$ cat src/rtl/chn_sched_pkg.sv
// Purpose : shared types and header layout for the channel burst scheduler.
// Latency : n/a (package only).
// Backpr. : n/a.
// Contents: FSM state encoding, default header tag, header field positions and
//           a helper that assembles a 16-bit burst header word.
package chn_sched_pkg;

  typedef enum logic [1:0] {
    ST_IDLE = 2'd0,
    ST_HDR  = 2'd1,
    ST_RD   = 2'd2,
    ST_TAIL = 2'd3
  } sched_state_t;

  localparam logic [3:0] HDR_TAG_DEF = 4'hA;

  // Header layout: TAG [15:12], CHN [11], reserved [10:8] = 0, SEQ [7:0]
  localparam int HDR_TAG_MSB = 15;
  localparam int HDR_TAG_LSB = 12;
  localparam int HDR_CHN_BIT = 11;
  localparam int HDR_SEQ_MSB = 7;

  function automatic logic [15:0] make_hdr(input logic [3:0] tag,
                                           input logic       ch,
                                           input logic [7:0] seq);
    logic [15:0] h;
    h = '0;
    h[HDR_TAG_MSB:HDR_TAG_LSB] = tag;
    h[HDR_CHN_BIT]             = ch;
    h[HDR_SEQ_MSB:0]           = seq;
    return h;
  endfunction

endpackage

$ cat src/rtl/chn_fifo_burst_sched_rr_arb2.sv
// Purpose : 2-requester round-robin arbiter with a registered last-grant pointer.
// Latency : grant is combinational from req; pointer updates on the edge where take is high.
// Backpr. : none; the caller decides when a grant is consumed via take.
// Ports   : clk, reset_n (async, active low), clr (sync pointer reset),
//           req[1:0] (req[0] = chn1, req[1] = chn2), take (grant accepted),
//           gnt_chn (granted channel, valid when |req).
module rr_arb2 (
  input  logic       clk,
  input  logic       reset_n,
  input  logic       clr,
  input  logic [1:0] req,
  input  logic       take,
  output logic       gnt_chn
);

  // Pointer holds the last granted channel; it resets to chn2 so chn1 wins
  // the first tie.
  logic ptr;

  // On a tie, the channel that was not served last wins.
  always_comb begin
    gnt_chn = req[1];
    if (req == 2'b11) gnt_chn = ~ptr;
  end

  always_ff @(posedge clk or negedge reset_n) begin
    if (!reset_n) begin
      ptr <= 1'b1;
    end else if (clr) begin
      ptr <= 1'b1;
    end else if (take && |req) begin
      ptr <= gnt_chn;
    end
  end

endmodule

$ cat src/rtl/chn_fifo_burst_sched.sv
// Purpose : round-robin burst scheduler draining chn1/chn2 FIFOs into the USB ext-FIFO
//           write port; each burst is one header word plus BURST_LEN samples.
// Latency : header one cycle after grant; each sample lands on the USB port one cycle
//           after its rdreq.
// Backpr. : almost_full blocks new grants and stalls reads in the same cycle; the
//           (at most one) in-flight word is still written.
// Ports   : clk, reset_n (async, active low), rst_all_fifo (sync flush),
//           chnX_fifo_empty/chnX_usedw/chnX_q in, chnX_rdreq out (X = 1, 2),
//           usb_fifo_almost_full in, out_to_usb_ext_fifo_din/_en out,
//           sched_busy (burst in progress), sched_chn (0 = chn1, 1 = chn2).
module chn_fifo_burst_sched
  import chn_sched_pkg::*;
#(
  parameter int         DATA_W    = 16,
  parameter int         USEDW_W   = 11,
  parameter int         BURST_LEN = 256,
  parameter logic [3:0] HDR_TAG   = HDR_TAG_DEF
) (
  input  logic               clk,
  input  logic               reset_n,
  input  logic               rst_all_fifo,
  input  logic               chn1_fifo_empty,
  input  logic [USEDW_W-1:0] chn1_usedw,
  input  logic [DATA_W-1:0]  chn1_q,
  output logic               chn1_rdreq,
  input  logic               chn2_fifo_empty,
  input  logic [USEDW_W-1:0] chn2_usedw,
  input  logic [DATA_W-1:0]  chn2_q,
  output logic               chn2_rdreq,
  input  logic               usb_fifo_almost_full,
  output logic [DATA_W-1:0]  out_to_usb_ext_fifo_din,
  output logic               out_to_usb_ext_fifo_en,
  output logic               sched_busy,
  output logic               sched_chn
);

  localparam logic [USEDW_W-1:0] BURST_W  = USEDW_W'(BURST_LEN);
  localparam logic [USEDW_W-1:0] LAST_CNT = USEDW_W'(BURST_LEN - 1);

  sched_state_t       state;
  logic [USEDW_W-1:0] cnt;       // reads issued in the current burst
  logic [7:0]         seq1;
  logic [7:0]         seq2;
  logic [DATA_W-1:0]  hdr_q;     // header word held for the HDR cycle
  logic               data_sel;  // 1: din follows the granted FIFO's q
  logic [1:0]         elig;
  logic               take;
  logic               gnt_chn;
  logic               rd_fire;

  assign elig[0] = (chn1_usedw >= BURST_W) && !chn1_fifo_empty;
  assign elig[1] = (chn2_usedw >= BURST_W) && !chn2_fifo_empty;

  assign take = (state == ST_IDLE) && (|elig) && !usb_fifo_almost_full && !rst_all_fifo;

  // A read is issued on every non-stalled RD cycle; cnt never reaches
  // BURST_LEN inside RD because the last read moves the FSM to TAIL.
  assign rd_fire    = (state == ST_RD) && !usb_fifo_almost_full && !rst_all_fifo;
  assign chn1_rdreq = rd_fire && !sched_chn;
  assign chn2_rdreq = rd_fire &&  sched_chn;

  // The channel FIFOs register q on the rdreq edge, so q is already a flop
  // output in the cycle after the read; selecting it here (with a registered
  // select) puts each sample on the port one cycle after its rdreq.
  assign out_to_usb_ext_fifo_din = data_sel ? (sched_chn ? chn2_q : chn1_q) : hdr_q;

  rr_arb2 u_arb (
    .clk     (clk),
    .reset_n (reset_n),
    .clr     (rst_all_fifo),
    .req     (elig),
    .take    (take),
    .gnt_chn (gnt_chn)
  );

  always_ff @(posedge clk or negedge reset_n) begin
    if (!reset_n) begin
      state                  <= ST_IDLE;
      cnt                    <= '0;
      seq1                   <= '0;
      seq2                   <= '0;
      hdr_q                  <= '0;
      data_sel               <= 1'b0;
      out_to_usb_ext_fifo_en <= 1'b0;
      sched_busy             <= 1'b0;
      sched_chn              <= 1'b0;
    end else if (rst_all_fifo) begin
      // Flush: abort the burst and drop any word still in flight.
      state                  <= ST_IDLE;
      cnt                    <= '0;
      seq1                   <= '0;
      seq2                   <= '0;
      hdr_q                  <= '0;
      data_sel               <= 1'b0;
      out_to_usb_ext_fifo_en <= 1'b0;
      sched_busy             <= 1'b0;
    end else begin
      out_to_usb_ext_fifo_en <= 1'b0;
      case (state)
        ST_IDLE: begin
          if (take) begin
            sched_chn              <= gnt_chn;
            hdr_q                  <= DATA_W'(make_hdr(HDR_TAG, gnt_chn, gnt_chn ? seq2 : seq1));
            data_sel               <= 1'b0;
            out_to_usb_ext_fifo_en <= 1'b1;
            sched_busy             <= 1'b1;
            state                  <= ST_HDR;
          end
        end
        ST_HDR: begin
          cnt      <= '0;
          data_sel <= 1'b1;
          state    <= ST_RD;
        end
        ST_RD: begin
          if (rd_fire) begin
            out_to_usb_ext_fifo_en <= 1'b1;
            cnt                    <= cnt + 1'b1;
            if (cnt == LAST_CNT) state <= ST_TAIL;
          end
        end
        ST_TAIL: begin
          // The last sample is on the port this cycle via data_sel.
          if (sched_chn) seq2 <= seq2 + 8'd1;
          else           seq1 <= seq1 + 8'd1;
          data_sel   <= 1'b0;
          sched_busy <= 1'b0;
          state      <= ST_IDLE;
        end
        default: state <= ST_IDLE;
      endcase
    end
  end

endmodule
$ cat config.mk
export PLATFORM = sky130hd
export DESIGN_NAME = chn_fifo_burst_sched
export DESIGN_NICKNAME = d
export VERILOG_FILES = /design/src/rtl/chn_sched_pkg.sv /design/src/rtl/chn_fifo_burst_sched_rr_arb2.sv /design/src/rtl/chn_fifo_burst_sched.sv
export SDC_FILE = /design/constraint.sdc
export NUM_CORES = 1
export LEC_CHECK = 0
export ABC_AREA = 1
export ABC_CLOCK_PERIOD_IN_PS = 1790
export CAP_MARGIN = 40
export CORE_ASPECT_RATIO = 2
export CORE_MARGIN = 3
export CORE_UTILIZATION = 48
export CTS_CLUSTER_DIAMETER = 60
export DETAILED_ROUTE_END_ITERATION = 8
export PLACE_DENSITY_LB_ADDON = 0.12
export SLEW_MARGIN = 0
export SYNTH_ARGS = -nofsm -noshare
export SYNTH_HDL_FRONTEND = slang
export SYNTH_SLANG_ARGS = --single-unit
$ cat constraint.sdc
create_clock -name clk -period 1.79 [get_ports clk]
set_clock_uncertainty 0.1 [all_clocks]
set_input_delay 0.358 -clock clk [delete_from_list [all_inputs] [get_ports clk]]
set_output_delay 0.358 -clock clk [all_outputs]
set_load 0.03 [all_outputs]
==> results.sh <==
export IMPL_drt_iter0_markers=129
export IMPL_fin_ws_ns=-0.118
export IMPL_syn_area_sq_um=2730
export IMPL_hold_class="input port to asynchronous set/reset pin"
export IMPL_grt_pass1_wl_microns=13400
export IMPL_rows=38
export IMPL_crit_buf_inv=3
export IMPL_worstSkewPairLatency_ns=0.31
export IMPL_cts_sinks=44
export IMPL_reg2reg_from="sched_chn$_DFFE_PN0P_"
export IMPL_grt_overflow_total=0
export IMPL_synth_top_family_by_area="simple AND/OR/NAND/NOR gates"
export IMPL_critPathMaxFanout=6
export IMPL_max_cap_violations=0
export IMPL_yosys_area_share_simple_pct=34.7
export IMPL_relSlewSlack_pct=72.5
export IMPL_tightestPinTransition_ns=0.413
export IMPL_synth_edff_count=0
export IMPL_start_util_pct=49.9
export IMPL_finalHoldViolCount=0
export IMPL_synthFlopType="dfrtp_1"
export IMPL_power_leakage_nw=2.04
export IMPL_finalCritPeriodShare_pct=107
export IMPL_wl_per_cell_microns=16.6
export IMPL_portBuffers=64
export IMPL_numCtsBuffers=5
export IMPL_grt_max_degree=29
export IMPL_ys_seq_area_share_pct=40.4
export IMPL_vias_per_cell=5.51
export IMPL_yosys_warnings=0
export IMPL_ant_nets=0
export IMPL_die_w_microns=59.3
export IMPL_status="finished, violations left"
export IMPL_core_area_sq_um=5470
export IMPL_highest_layer="met4"
export IMPL_yosys_top_cells_count="nand2_1, nor2_1, inv_1"
export IMPL_pin_count=81
export IMPL_drtPass1Iterations=5
export IMPL_utilization_pct=78.4
export IMPL_met3WireLength_microns=378
export IMPL_synth_fa_ha_area_share_pct=3.21
export IMPL_met2_wirelength_microns=5290
export IMPL_cp_arrival_ns=1.45
export IMPL_max_stage_delay_ns=0.51
export IMPL_crit_type="flip-flop to output pin"
export IMPL_place_hpwl_microns=5840
export IMPL_clock_tree_root_cell="clkbuf_8"
export IMPL_h_tree_depth=2
export IMPL_cts_tree="done"
export IMPL_drv_slew=0
export IMPL_synth_ff_latch_count=44
export IMPL_clk_pin_slew_worst_paths_ns=0.09
export IMPL_fmax_mhz=524
export IMPL_final_setup_viol_count=21
export IMPL_vdd_drop_max_mv=1.09
export IMPL_required_ns=1.33
export IMPL_nets=563
export IMPL_totalWireLength_microns=9230
export IMPL_grt_pass1_vias=3058
export IMPL_gp_congestion=0.938
export IMPL_met1_length_microns=3120
export IMPL_reg2reg_slack_ns=-0.05
export IMPL_async_reset_ff_share_pct=100
export IMPL_worstSetupStartpointType="flip-flop"
export IMPL_diodes=0
export IMPL_synth_top_area_share_pct=39.5
export IMPL_yosysMostFrequentCell="nand2_1"
export IMPL_finalPower_mw=4.77
export IMPL_synth_compound_gate_area_share_pct=11.7
export IMPL_grt_use_total_pct=26.2
export IMPL_yosysTopAreaCell="dfrtp_1"
export IMPL_die_h_microns=113
export IMPL_r2r_end="seq1[4]$_DFFE_PN0P_"
export IMPL_p_per_area_nw_per_um2=1110
export IMPL_crit_slowest_cell="dfrtp_2"
export IMPL_r2r_cells=10
export IMPL_areaGrowthSynthToFinish_pct=57.3
export IMPL_end_kind="output pin"
export IMPL_ys_top_cells_by_area="dfrtp_1, nand2_1, o21ai_0"
export IMPL_vias=3067
export IMPL_die_area_sq_um=6670
export IMPL_drive_above_1_share_pct=30.6
export IMPL_syn_nets=453
export IMPL_muxShareOfSynthArea_pct=0
export IMPL_postSynthAreaPerCell_sq_um=7.06
export IMPL_worstPathCellList="buf_12 > clkinv_8 > nor2_2 > o21ai_1 > buf_4"
export IMPL_synth_cell_types=27
export IMPL_drc_errors=0
export IMPL_period_minus_slack_ns=1.91
export IMPL_violations="setup timing"
export IMPL_postSynthCellCount=386
export IMPL_rsz0062_at_grt="true"
export IMPL_cpLargestDelayFamily="flip-flops"
export IMPL_synthXorXnorAreaFrac_pct=0.321
export IMPL_clock_path_buffers=2
export IMPL_antenna_found_initial=0
==> placed cells by master, fill, tap and decap left out, types with 5 or more instances in the layout <==
| master | netlist | routed |
|---|---|---|
| nor3_1 | 7 | 6 |
| buf_6 | 3 | 17 |
| clkdlybuf4s50_1 | 0 | 42 |
| nor2_4 | 2 | 21 |
| inv_2 | 4 | 7 |
| nand2_1 | 89 | 82 |
| inv_1 | 45 | 41 |
| nor2_2 | 0 | 8 |
| dfrtp_1 | 43 | 41 |
| ha_1 | 7 | 6 |
| buf_4 | 0 | 48 |
| a21oi_1 | 12 | 12 |
| o21ai_0 | 42 | 10 |
| o21ai_2 | 0 | 13 |
| o21ai_1 | 0 | 16 |
| clkbuf_8 | 0 | 5 |
| nand3_1 | 38 | 38 |
| nand4_1 | 14 | 14 |
| nor2_1 | 55 | 28 |
==> worst reg2reg max path: stages, from the launching register on <==
cell	delay, ns
dfrtp_2	0.51
buf_12	0.21
inv_16	0.07
buf_4	0.15
buf_4	0.15
a21oi_4	0.25
nor3_2	0.07
nand2_1	0.09
nand2_1	0.06
nand2_1	0.06
nor2_1	0.04
==> registers in the layout, indices dropped and copies added (netlist names) <==
name / flops
u_arb.ptr: 1
hdr_q: 10
cnt: 11
sched_chn: 1
sched_busy: 1
seq1: 8
out_to_usb_ext_fifo_en: 1
seq2: 8
state: 2
data_sel: 1
==> cell families after synthesis <==
kind of cell | after synthesis
AND/OR/NAND/NOR | 212
XOR/XNOR | 1
AO/OA/AOI/OAI | 60
adder cells (fa/ha/maj) | 7
flip-flops | 44
buffers and inverters | 62
==> worst max path at each step <==
stage / endpoint / slack [ns] / start / cells past startpoint
finish: out_to_usb_ext_fifo_din[0] / -0.12 / sched_chn$_DFFE_PN0P_ / 5
global route: out_to_usb_ext_fifo_din[0] / -0.15 / sched_chn$_DFFE_PN0P_ / 5
CTS: chn1_rdreq / -0.09 / state[0]$_DFFE_PN0P_ / 7
detailed placement: seq2[5]$_DFFE_PN0P_ / -0.14 / rst_all_fifo / 8
global placement: seq2[5]$_DFFE_PN0P_ / -0.12 / rst_all_fifo / 9
floorplan: out_to_usb_ext_fifo_din[11] / 0.03 / sched_chn$_DFFE_PN0P_ / 5
==> layer usage <==
metal | vias up | global-route usage [%]
li1 | 1478 | -
met1 | 1444 | 24.0
met2 | 109 | 50.7
met3 | 36 | 4.37
met4 | 0 | 13.5
met5 | - | 0
==> report_power, final <==
part | internal, mW | leakage, nW | switching, mW | total, mW
clock network | 0.415 | 0.0552 | 0.364 | 0.778
registers | 1.12 | 0.597 | 0.151 | 1.27
logic | 1.16 | 1.39 | 1.57 | 2.73
total | 2.69 | 2.04 | 2.09 | 4.77
==> per-stage QoR <==
stage | worst slack (ns) | hold WS [ns] | area (sq um) | instances | TNS (ns)
final | -0.118 | 0.403 | 4290 | 557 | -1.27
after global placement | -0.120 | 0.203 | 3660 | 531 | -1.56
after floorplan | 0.0318 | -0.0376 | 2810 | 386 | 0
after global routing | -0.149 | 0.420 | 4290 | 557 | -2.36
after CTS | -0.0913 | 0.390 | 4090 | 555 | -0.402
after detailed placement | -0.143 | 0.211 | 3660 | 531 | -2.08
==> final cells by class <==
class                           count  area (sq um)
Clock buffer                        6          72.6
Fill cell                         346          1180
Timing Repair Buffer              113          1050
Multi-Input combinational cell    280          1710
Tap cell                           60          75.1
Inverter                           50           206
Clock inverter                      2          35.0
Timing Repair inverter              2          36.3
Sequential cell                    44          1100
==> what timing repair did <==
action / in CTS / in global routing
hold buffers: 1 / 0
endpoints found under the hold margin: 16 / 0
cloned: 2 / 0
setup endpoints to repair: 19 / 42
setup buffers: 15 / 3
resized for setup: 72 / 58
pin swaps: 8 / 12
No activity file was read; power rests on OpenSTA's default activity.
